[src/rtl/apb_master_arbiter_if.sv]
// Requester-side and APB-side signal bundle for apb_master_arbiter.
// The master modport is the arbiter's view; the slave modport is the environment's.
interface apb_master_arbiter_if #(
  parameter int unsigned ADDR_WIDTH = 16
);
  logic                  PCLKEN;
  logic [1:0]            REQ;
  logic [ADDR_WIDTH-1:0] REQ_ADDR0;
  logic [ADDR_WIDTH-1:0] REQ_ADDR1;
  logic [1:0]            REQ_WRITE;
  logic [31:0]           REQ_WDATA0;
  logic [31:0]           REQ_WDATA1;
  logic [3:0]            REQ_STRB0;
  logic [3:0]            REQ_STRB1;
  logic [2:0]            REQ_PROT0;
  logic [2:0]            REQ_PROT1;
  logic [1:0]            DONE;
  logic [31:0]           RDATA0;
  logic [31:0]           RDATA1;
  logic [1:0]            ERR;
  logic [1:0]            GRANT;
  logic                  TIMEOUT_EV;
  logic [ADDR_WIDTH-1:0] PADDR;
  logic                  PSEL;
  logic                  PENABLE;
  logic                  PWRITE;
  logic [31:0]           PWDATA;
  logic [3:0]            PSTRB;
  logic [2:0]            PPROT;
  logic [31:0]           PRDATA;
  logic                  PREADY;
  logic                  PSLVERR;
  logic                  APBACTIVE;

  modport master (
    input  PCLKEN, REQ, REQ_ADDR0, REQ_ADDR1, REQ_WRITE, REQ_WDATA0, REQ_WDATA1,
           REQ_STRB0, REQ_STRB1, REQ_PROT0, REQ_PROT1, PRDATA, PREADY, PSLVERR,
    output DONE, RDATA0, RDATA1, ERR, GRANT, TIMEOUT_EV, PADDR, PSEL, PENABLE,
           PWRITE, PWDATA, PSTRB, PPROT, APBACTIVE
  );

  modport slave (
    output PCLKEN, REQ, REQ_ADDR0, REQ_ADDR1, REQ_WRITE, REQ_WDATA0, REQ_WDATA1,
           REQ_STRB0, REQ_STRB1, REQ_PROT0, REQ_PROT1, PRDATA, PREADY, PSLVERR,
    input  DONE, RDATA0, RDATA1, ERR, GRANT, TIMEOUT_EV, PADDR, PSEL, PENABLE,
           PWRITE, PWDATA, PSTRB, PPROT, APBACTIVE
  );
endinterface

[src/rtl/apb_master_arbiter.sv]
// Two-requester round-robin APB master: PCLKEN-qualified SETUP/ACCESS sequencing,
// per-requester read data / error return, and an ACCESS-phase watchdog.
module apb_master_arbiter #(
  parameter int unsigned ADDR_WIDTH = 16,
  parameter int unsigned TIMEOUT    = 255,
  parameter int unsigned CNT_WIDTH  = 8
) (
  input logic                  HCLK,
  input logic                  HRESETn,
  apb_master_arbiter_if.master bus
);
  localparam bit                   WD_EN    = (TIMEOUT != 0);
  localparam logic [CNT_WIDTH-1:0] CNT_LAST = WD_EN ? CNT_WIDTH'(TIMEOUT - 1) : '0;

  typedef enum logic [1:0] {IDLE = 2'd0, SETUP = 2'd1, ACCESS = 2'd2} state_t;

  state_t                state_q, state_d;
  logic [CNT_WIDTH-1:0]  cnt_q, cnt_d;
  logic                  last_q, last_d;
  logic [1:0]            grant_q, grant_d;
  logic [1:0]            done_q, done_d;
  logic                  tev_q, tev_d;
  logic [1:0]            err_q, err_d;
  logic [31:0]           rdata0_q, rdata0_d;
  logic [31:0]           rdata1_q, rdata1_d;
  logic                  load, win, fin, fin_err;
  logic [31:0]           fin_rdata;

  logic [ADDR_WIDTH-1:0] paddr_q, sel_addr;
  logic                  pwrite_q, sel_write;
  logic [31:0]           pwdata_q, sel_wdata;
  logic [3:0]            pstrb_q, sel_strb;
  logic [2:0]            pprot_q, sel_prot;
  logic                  psel_q, penable_q;

  // Next-state, arbitration and completion logic.
  always_comb begin
    state_d   = state_q;
    cnt_d     = cnt_q;
    last_d    = last_q;
    grant_d   = grant_q;
    done_d    = 2'b00;
    tev_d     = 1'b0;
    err_d     = err_q;
    rdata0_d  = rdata0_q;
    rdata1_d  = rdata1_q;
    load      = 1'b0;
    fin       = 1'b0;
    fin_err   = 1'b0;
    fin_rdata = 32'h0;
    // On a tie the requester that did not win last time goes next.
    win       = (bus.REQ == 2'b11) ? ~last_q : bus.REQ[1];
    unique case (state_q)
      IDLE: begin
        if (bus.PCLKEN && (bus.REQ != 2'b00)) begin
          state_d = SETUP;
          load    = 1'b1;
          last_d  = win;
          grant_d = win ? 2'b10 : 2'b01;
          cnt_d   = '0;
        end
      end
      SETUP: begin
        if (bus.PCLKEN) begin
          state_d = ACCESS;
          cnt_d   = '0;
        end
      end
      ACCESS: begin
        if (bus.PCLKEN) begin
          if (bus.PREADY) begin
            fin       = 1'b1;
            fin_err   = bus.PSLVERR;
            fin_rdata = bus.PRDATA;
          end else if (WD_EN && (cnt_q == CNT_LAST)) begin
            fin     = 1'b1;
            fin_err = 1'b1;
            tev_d   = 1'b1;
          end else if (cnt_q != CNT_LAST) begin
            cnt_d = cnt_q + CNT_WIDTH'(1);
          end
        end
      end
      default: state_d = IDLE;
    endcase
    if (fin) begin
      state_d              = IDLE;
      grant_d              = 2'b00;
      done_d               = grant_q;
      err_d[grant_q[1]]    = fin_err;
      if (!pwrite_q) begin
        if (grant_q[1]) rdata1_d = fin_rdata;
        else            rdata0_d = fin_rdata;
      end
    end
  end

  // Winner's payload, strobes suppressed for reads.
  always_comb begin
    sel_addr  = win ? bus.REQ_ADDR1  : bus.REQ_ADDR0;
    sel_write = bus.REQ_WRITE[win];
    sel_wdata = win ? bus.REQ_WDATA1 : bus.REQ_WDATA0;
    sel_prot  = win ? bus.REQ_PROT1  : bus.REQ_PROT0;
    sel_strb  = sel_write ? (win ? bus.REQ_STRB1 : bus.REQ_STRB0) : 4'h0;
  end

  always_ff @(posedge HCLK or negedge HRESETn) begin
    if (!HRESETn) state_q <= IDLE;
    else          state_q <= state_d;
  end

  always_ff @(posedge HCLK or negedge HRESETn) begin
    if (!HRESETn) begin
      cnt_q     <= '0;
      last_q    <= 1'b1;
      grant_q   <= 2'b00;
      done_q    <= 2'b00;
      tev_q     <= 1'b0;
      err_q     <= 2'b00;
      rdata0_q  <= 32'h0;
      rdata1_q  <= 32'h0;
      psel_q    <= 1'b0;
      penable_q <= 1'b0;
      paddr_q   <= '0;
      pwrite_q  <= 1'b0;
      pwdata_q  <= 32'h0;
      pstrb_q   <= 4'h0;
      pprot_q   <= 3'h0;
    end else begin
      cnt_q     <= cnt_d;
      last_q    <= last_d;
      grant_q   <= grant_d;
      done_q    <= done_d;
      tev_q     <= tev_d;
      err_q     <= err_d;
      rdata0_q  <= rdata0_d;
      rdata1_q  <= rdata1_d;
      psel_q    <= (state_d != IDLE);
      penable_q <= (state_d == ACCESS);
      if (load) begin
        paddr_q  <= sel_addr;
        pwrite_q <= sel_write;
        pwdata_q <= sel_wdata;
        pstrb_q  <= sel_strb;
        pprot_q  <= sel_prot;
      end
    end
  end

  assign bus.DONE       = done_q;
  assign bus.RDATA0     = rdata0_q;
  assign bus.RDATA1     = rdata1_q;
  assign bus.ERR        = err_q;
  assign bus.GRANT      = grant_q;
  assign bus.TIMEOUT_EV = tev_q;
  assign bus.PADDR      = paddr_q;
  assign bus.PSEL       = psel_q;
  assign bus.PENABLE    = penable_q;
  assign bus.PWRITE     = pwrite_q;
  assign bus.PWDATA     = pwdata_q;
  assign bus.PSTRB      = pstrb_q;
  assign bus.PPROT      = pprot_q;
  assign bus.APBACTIVE  = (state_q != IDLE) | (|bus.REQ);
endmodule
[src/flat_wrapper.sv]
// flat-port wrapper written by rule: the top's interface ports become plain ports
module apb_master_arbiter_flat 
#(
  parameter int unsigned ADDR_WIDTH = 16,
  parameter int unsigned TIMEOUT    = 255,
  parameter int unsigned CNT_WIDTH  = 8
)
  (HCLK, HRESETn, bus_PCLKEN, bus_REQ, bus_REQ_ADDR0, bus_REQ_ADDR1, bus_REQ_WRITE, bus_REQ_WDATA0, bus_REQ_WDATA1, bus_REQ_STRB0, bus_REQ_STRB1, bus_REQ_PROT0, bus_REQ_PROT1, bus_PRDATA, bus_PREADY, bus_PSLVERR, bus_DONE, bus_RDATA0, bus_RDATA1, bus_ERR, bus_GRANT, bus_TIMEOUT_EV, bus_PADDR, bus_PSEL, bus_PENABLE, bus_PWRITE, bus_PWDATA, bus_PSTRB, bus_PPROT, bus_APBACTIVE);
  apb_master_arbiter_if #(.ADDR_WIDTH(ADDR_WIDTH)) bus_i ();
  input logic HCLK;
  input logic HRESETn;
  input wire logic [$bits(bus_i.PCLKEN)-1:0] bus_PCLKEN;
  input wire logic [$bits(bus_i.REQ)-1:0] bus_REQ;
  input wire logic [$bits(bus_i.REQ_ADDR0)-1:0] bus_REQ_ADDR0;
  input wire logic [$bits(bus_i.REQ_ADDR1)-1:0] bus_REQ_ADDR1;
  input wire logic [$bits(bus_i.REQ_WRITE)-1:0] bus_REQ_WRITE;
  input wire logic [$bits(bus_i.REQ_WDATA0)-1:0] bus_REQ_WDATA0;
  input wire logic [$bits(bus_i.REQ_WDATA1)-1:0] bus_REQ_WDATA1;
  input wire logic [$bits(bus_i.REQ_STRB0)-1:0] bus_REQ_STRB0;
  input wire logic [$bits(bus_i.REQ_STRB1)-1:0] bus_REQ_STRB1;
  input wire logic [$bits(bus_i.REQ_PROT0)-1:0] bus_REQ_PROT0;
  input wire logic [$bits(bus_i.REQ_PROT1)-1:0] bus_REQ_PROT1;
  input wire logic [$bits(bus_i.PRDATA)-1:0] bus_PRDATA;
  input wire logic [$bits(bus_i.PREADY)-1:0] bus_PREADY;
  input wire logic [$bits(bus_i.PSLVERR)-1:0] bus_PSLVERR;
  output wire logic [$bits(bus_i.DONE)-1:0] bus_DONE;
  output wire logic [$bits(bus_i.RDATA0)-1:0] bus_RDATA0;
  output wire logic [$bits(bus_i.RDATA1)-1:0] bus_RDATA1;
  output wire logic [$bits(bus_i.ERR)-1:0] bus_ERR;
  output wire logic [$bits(bus_i.GRANT)-1:0] bus_GRANT;
  output wire logic [$bits(bus_i.TIMEOUT_EV)-1:0] bus_TIMEOUT_EV;
  output wire logic [$bits(bus_i.PADDR)-1:0] bus_PADDR;
  output wire logic [$bits(bus_i.PSEL)-1:0] bus_PSEL;
  output wire logic [$bits(bus_i.PENABLE)-1:0] bus_PENABLE;
  output wire logic [$bits(bus_i.PWRITE)-1:0] bus_PWRITE;
  output wire logic [$bits(bus_i.PWDATA)-1:0] bus_PWDATA;
  output wire logic [$bits(bus_i.PSTRB)-1:0] bus_PSTRB;
  output wire logic [$bits(bus_i.PPROT)-1:0] bus_PPROT;
  output wire logic [$bits(bus_i.APBACTIVE)-1:0] bus_APBACTIVE;
  assign bus_i.PCLKEN = bus_PCLKEN;
  assign bus_i.REQ = bus_REQ;
  assign bus_i.REQ_ADDR0 = bus_REQ_ADDR0;
  assign bus_i.REQ_ADDR1 = bus_REQ_ADDR1;
  assign bus_i.REQ_WRITE = bus_REQ_WRITE;
  assign bus_i.REQ_WDATA0 = bus_REQ_WDATA0;
  assign bus_i.REQ_WDATA1 = bus_REQ_WDATA1;
  assign bus_i.REQ_STRB0 = bus_REQ_STRB0;
  assign bus_i.REQ_STRB1 = bus_REQ_STRB1;
  assign bus_i.REQ_PROT0 = bus_REQ_PROT0;
  assign bus_i.REQ_PROT1 = bus_REQ_PROT1;
  assign bus_i.PRDATA = bus_PRDATA;
  assign bus_i.PREADY = bus_PREADY;
  assign bus_i.PSLVERR = bus_PSLVERR;
  assign bus_DONE = bus_i.DONE;
  assign bus_RDATA0 = bus_i.RDATA0;
  assign bus_RDATA1 = bus_i.RDATA1;
  assign bus_ERR = bus_i.ERR;
  assign bus_GRANT = bus_i.GRANT;
  assign bus_TIMEOUT_EV = bus_i.TIMEOUT_EV;
  assign bus_PADDR = bus_i.PADDR;
  assign bus_PSEL = bus_i.PSEL;
  assign bus_PENABLE = bus_i.PENABLE;
  assign bus_PWRITE = bus_i.PWRITE;
  assign bus_PWDATA = bus_i.PWDATA;
  assign bus_PSTRB = bus_i.PSTRB;
  assign bus_PPROT = bus_i.PPROT;
  assign bus_APBACTIVE = bus_i.APBACTIVE;
  apb_master_arbiter #(.ADDR_WIDTH(ADDR_WIDTH), .TIMEOUT(TIMEOUT), .CNT_WIDTH(CNT_WIDTH)) u_core (.HCLK(HCLK), .HRESETn(HRESETn), .bus(bus_i));
endmodule
[config.mk]
export PLATFORM = sky130hd
export DESIGN_NAME = apb_master_arbiter_flat
export DESIGN_NICKNAME = d
export VERILOG_FILES = /design/src/rtl/apb_master_arbiter_if.sv /design/src/rtl/apb_master_arbiter.sv /design/src/flat_wrapper.sv
export SDC_FILE = /design/constraint.sdc
export NUM_CORES = 1
export LEC_CHECK = 0
export CAP_MARGIN = 40
export CORE_MARGIN = 2
export CORE_UTILIZATION = 44
export DETAILED_ROUTE_END_ITERATION = 10
export PLACE_DENSITY = 0.86
export SLEW_MARGIN = 20
export SYNTH_ARGS = -nofsm -noshare
export SYNTH_HDL_FRONTEND = slang
export SYNTH_SLANG_ARGS = --single-unit
[constraint.sdc]
create_clock -name HCLK -period 3 [get_ports HCLK]
set_clock_uncertainty 0.05 [all_clocks]
set_input_delay 0.75 -clock HCLK [delete_from_list [all_inputs] [get_ports HCLK]]
set_output_delay 0.75 -clock HCLK [all_outputs]
set_load 0.05 [all_outputs]
* Yosys cells after proc, flatten, opt, wreduce, memory -nomap -nowiden
Index checks and enable logic that the tools add are counted.
** Word-level totals
- Output and inout port bits :: 130
- Word-level logic and storage cells :: 93
- Input bits :: 151
- Register bits :: 140
** Operators by class
- Equal/unequal tests :: 12
- Reductions and logical operators :: 15
- Multiplexer cells :: 42
- Bitwise gates (word level) :: 4
- Order comparisons :: 3
- Add/subtract/negate cells :: 1
** Operators with widths (number)
- 2-to-1 mux 32 bit :: 4
- 2-to-1 mux 8 bit :: 6
- case mux 8 bit (3 select lines) :: 1
- 2-to-1 mux 1 bit :: 16
- 2-to-1 mux 16 bit :: 1
- 2-to-1 mux 2 bit :: 8
- nonzero test 2 bit :: 5
- adder 8 x 1 -> 8 bit, second input constant :: 1
- == test 8 bit, second input constant :: 1
- 2-to-1 mux 4 bit :: 2
- inequality test 2 bit, second input constant :: 4
- inequality test 8 bit, second input constant :: 1
- AND reduction 7 bit :: 1
- == test 2 bit, second input constant :: 3
- case mux 2 bit (3 select lines) :: 1
- AND reduction 3 bit :: 2
- < comparator 1 x 2 -> 1 bit, second input constant :: 2
- inequality test 2 x 1 -> 1 bit, second input constant :: 2
- AND reduction 2 bit :: 2
- 2-to-1 mux 3 bit :: 1
- inverter 1 bit :: 3
- nonzero test 3 bit :: 1
- bitwise mux 2 bit :: 1
- == test 2 x 1 -> 1 bit, second input constant :: 1
- 6 further kinds :: 7

* Longest topological paths before layout
- Depth after elaboration :: 7
- Gate-level depth with buffers :: 7
- Mapped depth without buffers :: 6

* Worst setup path after synthesis
No wires, ideal clock.
- Path type :: input to output
- Start :: input bus_REQ[1]
- End :: output bus_APBACTIVE
- Stages on the path :: 1
- Data required time :: 2.200 ns
- Data arrival time :: 1.335 ns
- Slack :: 0.865 ns
- Path through :: or4_4
** Between the ends
- Word-level cells in the longest chain between the ends :: 2
** Ends and longest elaborated chain
- start, declared :: RTL line flat_wrapper.sv:13 : input wire logic [$bits(bus_i.REQ)-1:0] bus_REQ;
- OR reduction 2 bit :: RTL line apb_master_arbiter.sv:163 : assign bus.APBACTIVE = (state_q != IDLE) | (|bus.REQ);
- OR 1 bit :: RTL line apb_master_arbiter.sv:163
- end, declared :: RTL line flat_wrapper.sv:39 : output wire logic [$bits(bus_i.APBACTIVE)-1:0] bus_APBACTIVE;
Every way passes these cells.

* Worst setup path after layout
Ends and elaborated chain as after synthesis.

==> results.toml <==
[outcome]
status = "complete, no violations"

[yosys]
synth_flop_cell = "dfrtp_1"
synth_area_per_cell_um2 = 12.0
async_reset_ff_share_pct = 100
netlist_area_um2 = 5840
seq_area_frac_synth_pct = 60.0
synth_cells = 487
yosys_warnings = 0
synth_fa_ha_area_share_pct = 0.428
synth_cell_types = 45
synth-seq-cells = 140
synth-compound-area-share_pct = 18.8
muxShareOfSynthArea_pct = 9.61
synth_xor_area_share_pct = 0
synth_nets = 640
synth_top_family_by_area = "compound AO/OA/AOI/OAI gates"
synth-simple-area-share_pct = 7.94
synth-edff-count = 0

[timing]
setup_tns_ns = 0
setup_viol = 0
rsz0062_at_grt = "no"
fin_crit_sh_pct = 91.1
relSlewSlack_pct = 61.2
tightest_slew_ns = 0.580
post-route-min-period_ns = 2.73
hold_violations = 0
fmaxAchievable_ghz = 0.366
slew_violations = 0
worst_hold_slack_ns = 0.0735

[clock_tree]
htree_levels = 4
cts-root-buf = "clkbuf_16"
cts_made_buffers = 17
cts_num_sinks = 140
clock_path_buffers = 2
worst_skew_pair.late_latency_ns = 0.42
post-cts-setup-buffer-count = 0
post_cts_resized = 0
cts_tree = "yes"
clkTransAtPathRegs_ns = 0.06
hold_buffers = 0

[critical_path]
ff2ff_path_depth = 7
r2r-start = "u_core.cnt_q[0]$_DFFE_PN0P_"
r2r_slack_ns = 1.07
worstPathArrival_ns = 1.93
crit_start = "bus_REQ[1]"
path_class = "in -> out"
cp.depth = 3
cp-start-kind = "input port"
path_cells = "clkdlybuf4s50_1 -> or4_4 -> buf_4"
regToRegEndpoint = "u_core.bus.RDATA0[9]$_DFFE_PN0P_"
cp_top_family = "buffers and inverters"
endpoint = "bus_APBACTIVE"
worst_path_max_delay_cell = "or4_4"
cp_max_fo = 4
critPathBufInv = 2
worstPathRequired_ns = 2.20
slowest_delay_ns = 0.51
cp-end-kind = "primary output"

[global_routing]
grt_pass1_wl_um = 28600
gr-total-overflow = 0
grt_pass1_vias = 5354
antenna_found_initial = 0
grt_max_degree = 111
grt.total_usage_pct = 26.1

[drt]
drc = 0
drtIter0Drc = 347
viasPerCell = 5.33
vias = 5057
routedWlPerCell_um = 18.9
ant_nets = 0
drt_pass1_iterations = 4
drt-total-wl_um = 17900

[layout]
final_nets = 913
mostFrequentLayoutCell = "clkdlybuf4s50_1"
area_growth_pct = 60.6
multi_input_area_um2 = 2170
ff_latch_area_um2 = 3500
antenna_cells = 0
drive_gt1_share_pct = 7.12
fill_cells = 879
final_cell_mix = "clkdlybuf4s50_1 (278), dfrtp_1 (139), nand2_1 (66)"

[placement]
dp.final_hpwl_um = 12800
io_buffers = 280
gp_congestion = 0.893

[floorplanning]
start_util_pct = 44.7
die_height_um = 119
core_um2 = 13100
pin_count = 281
rows = 42
die_x_um = 119
die_area_um2 = 14200

[run]
drv_cap = 0

[power_and_ir_drop]
peakVddDrop_mv = 0.815
leakagePower_nw = 4.23
p_per_area_nw_per_um2 = 1190

[min_path]
hold_path_class = "in -> async"
logic make-up after synthesis:
family                   count (synthesis)
AND/OR/NAND/NOR                         97
AO/OA/AOI/OAI                          155
buffers and inverters                   37
adder cells (fa/ha/maj)                  2
multiplexers                            56
flip-flops                             140
final cells by class:
class / instances / share of cell area (%)
clock inverter: 15 / 1.48
inverter: 2 / 0.0800
multi-input combinational: 310 / 23.1
sequential: 140 / 37.3
clock buffer: 17 / 4.53
timing repair buffer: 289 / 31.1
tap: 176 / 2.35
stage by stage:
stage | util, % | std cells | instance area [um2] | power (W) | setup slack (ns)
CTS | 71.7 | 949 | 9390 | 0.0113 | 0.265
detailed placement | 67.4 | 917 | 8820 | 0.00922 | 0.266
global placement | 67.4 | 917 | 8820 | 0.00910 | 0.295
floorplan | - | 487 | 5840 | 0.00697 | 0.865
finish | 71.7 | 949 | 9390 | 0.0112 | 0.268
global route | 71.7 | 949 | 9390 | 0.0117 | 0.236
metal layers:
layer  up-vias  routed length, um  share of wire, %  global-route usage [%]
met1      2469               6980                39                    31.0
met5         -                  0                 0                       0
li1       2331                  -                 -                       -
met4         0                266               1.5                    8.04
met3        20               1750               9.7                    10.1
met2       237               8960                50                    43.8
how the worst min path moves through the flow:
stage | cells after the start | startpoint | slack [ns] | endpoint
2_1_floorplan | 2 | u_core.last_q$_DFFE_PN1P_ | 0.39 | u_core.last_q$_DFFE_PN1P_
3_3_place_gp | 2 | u_core.bus.PPROT[1]$_DFFE_PN0P_ | 0.41 | u_core.bus.PPROT[1]$_DFFE_PN0P_
3_5_place_dp | 2 | u_core.bus.PWDATA[30]$_DFFE_PN0P_ | 0.42 | u_core.bus.PWDATA[30]$_DFFE_PN0P_
4_1_cts | 1 | HRESETn | 0.05 | u_core.bus.RDATA0[23]$_DFFE_PN0P_
5_1_grt | 1 | HRESETn | 0.06 | u_core.bus.RDATA0[23]$_DFFE_PN0P_
6_report | 1 | HRESETn | 0.07 | u_core.bus.RDATA0[23]$_DFFE_PN0P_
Yosys cell counts (3+ instances only):
cell | count | area share (%)
a22o_1 | 62 | 9.3
a41oi_1 | 3 | 0.45
nand2_1 | 66 | 4.2
and3_1 | 3 | 0.32
nand2b_1 | 4 | 0.43
dfrtp_1 | 139 | 60
and2_1 | 3 | 0.32
buf_6 | 3 | 0.58
buf_4 | 5 | 0.64
nor2_1 | 4 | 0.26
o21ai_0 | 58 | 5.0
a31oi_1 | 8 | 0.86
mux2i_1 | 55 | 9.4
a21oi_1 | 5 | 0.43
nor3_1 | 3 | 0.26
clkbuf_1 | 17 | 1.1
buf_2 | 8 | 0.69
a21o_1 | 6 | 0.77
registers in the layout (all words and copies together) (netlist names):
register               flops
u_core.bus.PWDATA         32
u_core.bus.RDATA0         32
u_core.bus.RDATA1         32
u_core.bus.PADDR          16
u_core.cnt_q               8
u_core.bus.PSTRB           4
u_core.bus.PPROT           3
u_core.bus.DONE            2
u_core.bus.ERR             2
u_core.bus.GRANT           2
u_core.state_q             2
u_core.bus.PENABLE         1
u_core.bus.PSEL            1
u_core.bus.PWRITE          1
u_core.bus.TIMEOUT_EV      1
u_core.last_q              1
power breakdown:
part           total, W  leakage (nW)  switching [W]  internal (W)
logic           0.00597          2.15        0.00390       0.00207
registers       0.00322          1.80       0.000527       0.00270
clock network   0.00201         0.280       0.000862       0.00115
total            0.0112          4.23        0.00529       0.00592
worst register-to-register path, delay by kind of cell (launching register included):
family | cells | cell delay (ns)
simple gates | 2 | 0.24
buf+inv | 2 | 0.35
flops | 1 | 0.43
compound gates | 2 | 0.55
fa+ha+maj | 1 | 0.19
(Power assumes the default switching activity.)
